**src/rtl/serial_pkg.sv**
```systemverilog
// serial_pkg: shared types and helpers for the serial transmit/receive blocks
package serial_pkg;
  typedef enum logic {IDLE, SHIFT} state_t;
  localparam logic DEFAULT_IDLE_BIT = 1'b0;
  function automatic int cnt_width(input int w);
    return (w < 2) ? 1 : $clog2(w);
  endfunction
endpackage

```
**src/rtl/piso_serializer_if.sv**
```systemverilog
// piso_serializer_if: load handshake plus serial output bundle of the serializer
interface piso_serializer_if #(parameter int WIDTH = 4);
  logic [WIDTH-1:0] data_in;
  logic load_valid;
  logic load_ready;
  logic q;
  logic q_valid;
  logic sof;
  logic eof;
  logic busy;
  modport master(output data_in, load_valid, input load_ready, q, q_valid, sof, eof, busy);
  modport slave(input data_in, load_valid, output load_ready, q, q_valid, sof, eof, busy);
endinterface

```
**src/rtl/piso_serializer.sv**
```systemverilog
// piso_serializer: parallel-in/serial-out transmitter with valid/ready load and framing strobes
module piso_serializer
  import serial_pkg::*;
#(
  parameter int   WIDTH     = 4,
  parameter bit   MSB_FIRST = 1'b1,
  parameter logic IDLE_BIT  = DEFAULT_IDLE_BIT
) (
  input logic clk,
  input logic rst,
  piso_serializer_if.slave bus
);
  localparam int CW  = cnt_width(WIDTH);
  localparam int OUT = MSB_FIRST ? WIDTH - 1 : 0;
  state_t           state, state_n;
  logic [WIDTH-1:0] sr, sr_n;
  logic [CW-1:0]    cnt, cnt_n;
  logic             last, xfer;
  // next state: a transfer reloads the word, otherwise shift until the last bit leaves
  always_comb begin
    last           = cnt == CW'(WIDTH - 1);
    bus.load_ready = !rst && (state == IDLE || last);
    xfer           = bus.load_ready && bus.load_valid;
    state_n        = (xfer || (state == SHIFT && !last)) ? SHIFT : IDLE;
    cnt_n          = (!xfer && state == SHIFT && !last) ? cnt + 1'b1 : '0;
    sr_n           = xfer ? bus.data_in : MSB_FIRST ? {sr[WIDTH-2:0], IDLE_BIT} : {IDLE_BIT, sr[WIDTH-1:1]};
  end
  // state, shift register and bit counter
  always_ff @(posedge clk) begin
    state <= rst ? IDLE : state_n;
    sr    <= rst ? '0 : sr_n;
    cnt   <= rst ? '0 : cnt_n;
  end
  assign bus.q       = (state == SHIFT) ? sr[OUT] : IDLE_BIT;
  assign bus.q_valid = state == SHIFT;
  assign bus.busy    = state == SHIFT;
  assign bus.sof     = state == SHIFT && cnt == '0;
  assign bus.eof     = state == SHIFT && last;
endmodule

```
**src/flat_wrapper.sv**
```systemverilog
// flat-port wrapper written by rule: the top's interface ports become plain ports
module piso_serializer_flat import serial_pkg::*;
#(
  parameter int   WIDTH     = 4,
  parameter bit   MSB_FIRST = 1'b1,
  parameter logic IDLE_BIT  = DEFAULT_IDLE_BIT
)
  (clk, rst, bus_data_in, bus_load_valid, bus_load_ready, bus_q, bus_q_valid, bus_sof, bus_eof, bus_busy);
  piso_serializer_if #(.WIDTH(WIDTH)) bus_i ();
  input logic clk;
  input logic rst;
  input wire logic [$bits(bus_i.data_in)-1:0] bus_data_in;
  input wire logic [$bits(bus_i.load_valid)-1:0] bus_load_valid;
  output wire logic [$bits(bus_i.load_ready)-1:0] bus_load_ready;
  output wire logic [$bits(bus_i.q)-1:0] bus_q;
  output wire logic [$bits(bus_i.q_valid)-1:0] bus_q_valid;
  output wire logic [$bits(bus_i.sof)-1:0] bus_sof;
  output wire logic [$bits(bus_i.eof)-1:0] bus_eof;
  output wire logic [$bits(bus_i.busy)-1:0] bus_busy;
  assign bus_i.data_in = bus_data_in;
  assign bus_i.load_valid = bus_load_valid;
  assign bus_load_ready = bus_i.load_ready;
  assign bus_q = bus_i.q;
  assign bus_q_valid = bus_i.q_valid;
  assign bus_sof = bus_i.sof;
  assign bus_eof = bus_i.eof;
  assign bus_busy = bus_i.busy;
  piso_serializer #(.WIDTH(WIDTH), .MSB_FIRST(MSB_FIRST), .IDLE_BIT(IDLE_BIT)) u_core (.clk(clk), .rst(rst), .bus(bus_i));
endmodule
```
**config.mk**
```make
export PLATFORM = sky130hd
export DESIGN_NAME = piso_serializer_flat
export DESIGN_NICKNAME = d
export VERILOG_FILES = /design/src/rtl/serial_pkg.sv /design/src/rtl/piso_serializer_if.sv /design/src/rtl/piso_serializer.sv /design/src/flat_wrapper.sv
export SDC_FILE = /design/constraint.sdc
export NUM_CORES = 1
export LEC_CHECK = 0
export ABC_AREA = 0
export CORE_AREA = 2 2 39 41
export CTS_BUF_LIST = sky130_fd_sc_hd__clkbuf_16
export CTS_CLUSTER_DIAMETER = 120
export DETAILED_ROUTE_END_ITERATION = 8
export DIE_AREA = 0 0 41 43
export PLACE_DENSITY = 0.56
export SYNTH_ARGS = -nofsm -noshare
export SYNTH_HDL_FRONTEND = slang
export SYNTH_SLANG_ARGS = --single-unit
```
**constraint.sdc**
```tcl
create_clock -name clk -period 2.2 [get_ports clk]
set_input_delay 0.55 -clock clk [delete_from_list [all_inputs] [get_ports clk]]
set_output_delay 0.55 -clock clk [all_outputs]
set_load 0.05 [all_outputs]
```
==> flow_metrics.env, run 1 <==
export IMPL_cp_start_kind="register"
export IMPL_routed_top_layer="met4"
export IMPL_p_leak_nw=0.235
export IMPL_nNetsFinal=58
export IMPL_synthAdderAreaFrac=0.0837
export IMPL_outcome="finished clean"
export IMPL_rsz0062_at_grt="no"
export IMPL_route_met2_wl_um=209
export IMPL_synth_compound_area_share=0.117
export IMPL_cp_slowest_cell="clkdlybuf4s50_1"
export IMPL_fmax_ghz=0.495
export IMPL_regToRegStartpoint="u_core.cnt[0]"
export IMPL_grt_pass1_wl_um=931
export IMPL_area_growth_pct=75.7
export IMPL_final_cell_count_no_fill=64
export IMPL_power_switching_uw=105
export IMPL_relSlewSlack=0.667
export IMPL_die_y_um=43
export IMPL_cts_htree_levels=1
export IMPL_post_cts_buffers=0
export IMPL_crit_start="u_core.bus.busy"
export IMPL_dpl_cell_count=60
export IMPL_num_rows=14
export IMPL_hold_class="register to register"
export IMPL_hold_violations=0
export IMPL_multi_input_area_um2=140
export IMPL_clk_latency_ns=0.23
export IMPL_fill_cells=155
export IMPL_clockPowerShare=0.592
export IMPL_synth_distinct_cells=14
export IMPL_critPathMaxStageDelay_ns=0.83
export IMPL_cts_max_path_buffers=2
export IMPL_skew_ns=0.00156
export IMPL_min_from="u_core.cnt[0]"
export IMPL_setup_viol=0
export IMPL_synth_top_cells_by_area="dfxtp_1 (47%), ha_1 (8.4%), a21oi_1 (6.7%)"
export IMPL_viasPerCell=3.97
export IMPL_io_pins=13
export IMPL_crit_path_max_fanout=7
export IMPL_max_vdd_ir_drop_v=0.000382
export IMPL_synth_top_cell_area_share=0.469
export IMPL_floorplan_die_area_um2=1760
export IMPL_internal_power_uw=401
export IMPL_wl_um=571
export IMPL_wl_met1_um=294
export IMPL_layout_worst_path_cycle_share=0.917
export IMPL_synthSimpleGateAreaFrac=0.268
export IMPL_grt_max_degree=8
export IMPL_synthXorXnorAreaFrac=0
export IMPL_cts_sinks=7
export IMPL_rr_worst_depth=4
export IMPL_grt_antenna_before_repair=0
export IMPL_syn_avg_cell_area_um2=9.34
export IMPL_portBuffers=12
export IMPL_ys_warn_count=0
export IMPL_fin_util=0.380
export IMPL_p_seq_frac=0.273
export IMPL_ant_nets=0
export IMPL_grt_pass1_vias=237
export IMPL_slew_viol_final=0
export IMPL_final_common_cell="clkdlybuf4s50_1"
export IMPL_antenna_cells=0
export IMPL_drive_above_1_share=0.188
export IMPL_hold_depth=1
export IMPL_syn_area_um2=299
export IMPL_tightestPinTransition_ns=0.499
export IMPL_worstSetupPathType="register to primary output"
export IMPL_synthCells=32
export IMPL_synth_top_family_by_area="simple AND/OR/NAND/NOR gates"
export IMPL_ys_seq_area_frac=0.469
export IMPL_ys_ff_latch=7
export IMPL_route_met3_wl_um=60
export IMPL_gp_congestion=0.686
export IMPL_dr_pass1_iters=1
export IMPL_core_um2=1380
export IMPL_switching_share=0.207
export IMPL_endpoint_kind="primary output"
export IMPL_vias=254
export IMPL_cp_arrival_ns=1.47
export IMPL_regArea_um2=140
export IMPL_die_x_um=41
export IMPL_final_cell_mix="clkdlybuf4s50_1 (8), dfxtp_1 (7), inv_1 (4), a21oi_1 (4)"
export IMPL_p_per_area_nw_per_um2=962
export IMPL_track_usage=0.0824
export IMPL_combPwrFrac=0.136
export IMPL_crit_required_ns=1.65
export IMPL_overflow=0
export IMPL_wl_per_cell_um=8.92
export IMPL_cts_buffers=3
export IMPL_cap_violations=0
export IMPL_cts_root_buffer="clkbuf_16"
export IMPL_start_util=0.216
export IMPL_drtIter0Drc=0
export IMPL_synth_fp_nets=41
export IMPL_muxShareOfSynthArea=0
export IMPL_drc_errors=0
export IMPL_cts_tree="yes"
export IMPL_crit_buf_inv=1
export IMPL_synth_area_leader_cell="dfxtp_1"
export IMPL_clkSlewWorstSetupHoldPaths_ns=0.04
export IMPL_crit_family="buffers and inverters"
export IMPL_path_cells="clkdlybuf4s50_1"
export IMPL_timing_hold_ws_ns=0.452
export IMPL_path_depth=1
export IMPL_fin_crit_ns=2.02
export IMPL_fin_setup_tns_ns=0
## kinds of logic after synthesis
group,after synthesis
AO/OA/AOI/OAI,7
buffers and inverters,4
flip-flops,7
AND/OR/NAND/NOR,12
adder cells (fa/ha/maj),2
## cell type report
cell class | instances | area share
Timing Repair Buffer | 13 | 0.257
Multi-Input combinational cell | 21 | 0.267
Inverter | 3 | 0.0214
Tap cell | 16 | 0.0381
Clock inverter | 1 | 0.00714
Clock buffer | 3 | 0.143
Sequential cell | 7 | 0.267
## state kept, by name (all words and copies together) (netlist names)
register and flops:
u_core.cnt 2, u_core.bus.busy 1, u_core.sr 4
## synth_stat cells
cell	instances
nor3b_1	1
ha_1	2
and2_1	3
inv_1	3
a21oi_1	4
nand2b_1	1
and2b_4	1
o21ai_1	3
nor3_1	1
dfxtp_1	7
nand3_1	3
buf_4	1
and3_1	1
nor2_4	1
## metal layers
layer	track usage	up-vias
li1	-	137
met1	0.123	103
met2	0.0813	12
met3	0.0314	2
met4	0.0800	0
met5	0	-
## metrics by stage
| step | power (mW) | area [um2] | setup WS, ns |
|---|---|---|---|
| after floorplan | 0.178 | 299 | 0.461 |
| after detailed placement | 0.208 | 444 | 0.248 |
| after CTS | 0.512 | 523 | 0.00504 |
| after global routing | 0.522 | 526 | 0.113 |
| after global placement | 0.208 | 444 | 0.272 |
| final | 0.505 | 526 | 0.182 |
## worst paths after layout
check	slack [ns]	to
setup reg to reg	1.06	u_core.sr[0]
hold / removal	0.45	u_core.cnt[0]
hold reg to reg	0.45	u_core.cnt[0]
setup / recovery	0.18	bus_busy
## power by group through the flow
stage	logic [mW]	clock network [mW]	registers [mW]
3_5_place_dp	0.0689	0	0.140
6_report	0.0686	0.299	0.138
4_1_cts	0.0691	0.305	0.138
5_1_grt	0.0741	0.309	0.139
2_1_floorplan	0.0344	0	0.143
3_3_place_gp	0.0692	0	0.139
## what timing repair did
item | in CTS | in global routing
endpoints found under the setup margin | 0 | 1
resized for setup | 0 | 1
hold buffers | 0 | 0
(Power assumes the default switching activity.)
==> run 2, diff against run 1 <==
- CELL_PAD_IN_SITES_DETAIL_PLACEMENT: not set -> 0
- CELL_PAD_IN_SITES_GLOBAL_PLACEMENT: not set -> 2
- CORE_AREA: 2 2 39 41 -> not set
- CORE_MARGIN: not set -> 10
- CORE_UTILIZATION: not set -> 22
- DIE_AREA: 0 0 41 43 -> not set
- PLACE_DENSITY: 0.56 -> 0.82
==> flow_metrics.env, run 2 (synthesis results as in run 1) <==
export IMPL_dp_hpwl_um=526
export IMPL_viasPerCell=3.98
export IMPL_tightestPinTransition_ns=0.495
export IMPL_overflow=0
export IMPL_antenna_cells=0
export IMPL_drive_above_1_share=0.208
export IMPL_fin_setup_tns_ns=0
export IMPL_final_cell_count_no_fill=63
export IMPL_rsz0062_at_grt="no"
export IMPL_die_y_um=56.9
export IMPL_grt_antenna_before_repair=0
export IMPL_dpl_cell_count=59
export IMPL_fmax_ghz=0.494
export IMPL_endpoint_kind="primary output"
export IMPL_cts_tree="yes"
export IMPL_p_seq_frac=0.271
export IMPL_hold_violations=0
export IMPL_critPathMaxStageDelay_ns=0.84
export IMPL_clkSlewWorstSetupHoldPaths_ns=0.04
export IMPL_drc_errors=0
export IMPL_cts_root_buffer="clkbuf_16"
export IMPL_cts_max_path_buffers=2
export IMPL_regToRegEndpoint="u_core.sr[0]"
export IMPL_ctsHoldBuffers=0
export IMPL_switching_share=0.211
export IMPL_p_per_area_nw_per_um2=977
export IMPL_fin_crit_ns=2.02
export IMPL_path_cells="clkdlybuf4s50_1"
export IMPL_crit_family="buffers and inverters"
export IMPL_hold_class="register to register"
export IMPL_grt_pass1_vias=279
export IMPL_drtIter0Drc=5
export IMPL_cts_buffers=3
export IMPL_layout_worst_path_cycle_share=0.920
export IMPL_internal_power_uw=400
export IMPL_worstSetupPathType="register to primary output"
export IMPL_largest_reg_flops=4
export IMPL_core_um2=1280
export IMPL_p_leak_nw=0.223
export IMPL_portBuffers=12
export IMPL_dr_pass1_iters=2
export IMPL_power_switching_uw=107
export IMPL_cp_start_kind="register"
export IMPL_routed_top_layer="met4"
export IMPL_grt_max_degree=8
export IMPL_route_met2_wl_um=238
export IMPL_route_met3_wl_um=96
export IMPL_wl_per_cell_um=10.8
export IMPL_num_rows=13
export IMPL_wl_um=680
export IMPL_floorplan_die_area_um2=3230
export IMPL_max_vdd_ir_drop_v=0.000325
export IMPL_setup_viol=0
export IMPL_skew_ns=0.000304
export IMPL_holdPathEnd="u_core.sr[3]"
export IMPL_start_util=0.233
export IMPL_crit_required_ns=1.65
export IMPL_cap_violations=0
export IMPL_combPwrFrac=0.134
export IMPL_gp_congestion=0.655
export IMPL_cts_htree_levels=1
export IMPL_cts_resized=0
export IMPL_post_cts_buffers=0
export IMPL_rr_worst_depth=4
export IMPL_final_common_cell="clkdlybuf4s50_1"
export IMPL_vias=251
export IMPL_final_cell_mix="clkdlybuf4s50_1 (8), dfxtp_1 (7), inv_1 (4), a21oi_1 (4), buf_4 (4)"
export IMPL_ant_nets=0
export IMPL_track_usage=0.0476
export IMPL_cp_arrival_ns=1.47
export IMPL_nNetsFinal=58
export IMPL_wl_met1_um=339
export IMPL_crit_path_max_fanout=7
export IMPL_regToRegStartpoint="u_core.cnt[0]"
export IMPL_outcome="finished clean"
export IMPL_cts_sinks=7
export IMPL_fill_cells=127
export IMPL_cp_slowest_cell="clkdlybuf4s50_1"
export IMPL_io_pins=13
export IMPL_hold_depth=2
export IMPL_area_growth_pct=73.6
export IMPL_grt_pass1_wl_um=1170
export IMPL_crit_buf_inv=1
export IMPL_largest_register="u_core.sr"
export IMPL_min_from="u_core.sr[2]"
export IMPL_die_x_um=56.9
export IMPL_clk_latency_ns=0.23
export IMPL_slew_viol_final=0
export IMPL_relSlewSlack=0.669
export IMPL_rrSetupSlack_ns=1.05
export IMPL_clockPowerShare=0.595
[run 2: worst max-delay path by stage]
stage | start | to | slack [ns] | cells past startpoint
floorplan | u_core.bus.busy | bus_eof | 0.46 | 1
global placement | rst | bus_load_ready | 0.34 | 3
detailed placement | rst | bus_load_ready | 0.33 | 3
CTS | u_core.bus.busy | bus_q_valid | 0.16 | 1
global route | u_core.bus.busy | bus_q_valid | 0.11 | 1
finish | u_core.bus.busy | bus_q_valid | 0.18 | 1
[run 2: power by group through the flow]
| stage | Sequential, mW | Clock, mW | Combinational [mW] |
|---|---|---|---|
| after floorplan | 0.143 | 0 | 0.0344 |
| after global placement | 0.139 | 0 | 0.0691 |
| after detailed placement | 0.140 | 0 | 0.0688 |
| after CTS | 0.138 | 0.310 | 0.0691 |
| after global routing | 0.139 | 0.317 | 0.0731 |
| final | 0.138 | 0.302 | 0.0680 |
[run 2: routing by layer]
| layer | track usage | up-vias |
|---|---|---|
| met5 | 0 | - |
| met4 | 0.0503 | 0 |
| met3 | 0.0427 | 2 |
| met2 | 0.0439 | 12 |
| met1 | 0.0554 | 99 |
| li1 | - | 138 |
[run 2: stage by stage]
step	power [mW]	area, um2	hold WS, ns	util	setup slack [ns]
2_1_floorplan	0.178	299	0.425	-	0.461
3_3_place_gp	0.208	440	0.445	0.343	0.343
3_5_place_dp	0.208	440	0.454	0.343	0.333
4_1_cts	0.517	519	0.463	0.404	0.161
5_1_grt	0.528	519	0.495	0.404	0.107
6_report	0.507	519	0.461	0.404	0.177
[run 2: layout make-up]
class	count	area, um2	area share
Clock buffer	3	75.1	0.145
Clock inverter	1	3.75	0.00723
Inverter	3	11.3	0.0217
Multi-Input combinational cell	21	140	0.270
Sequential cell	7	140	0.270
Tap cell	15	18.8	0.0361
Timing Repair Buffer	13	130	0.251
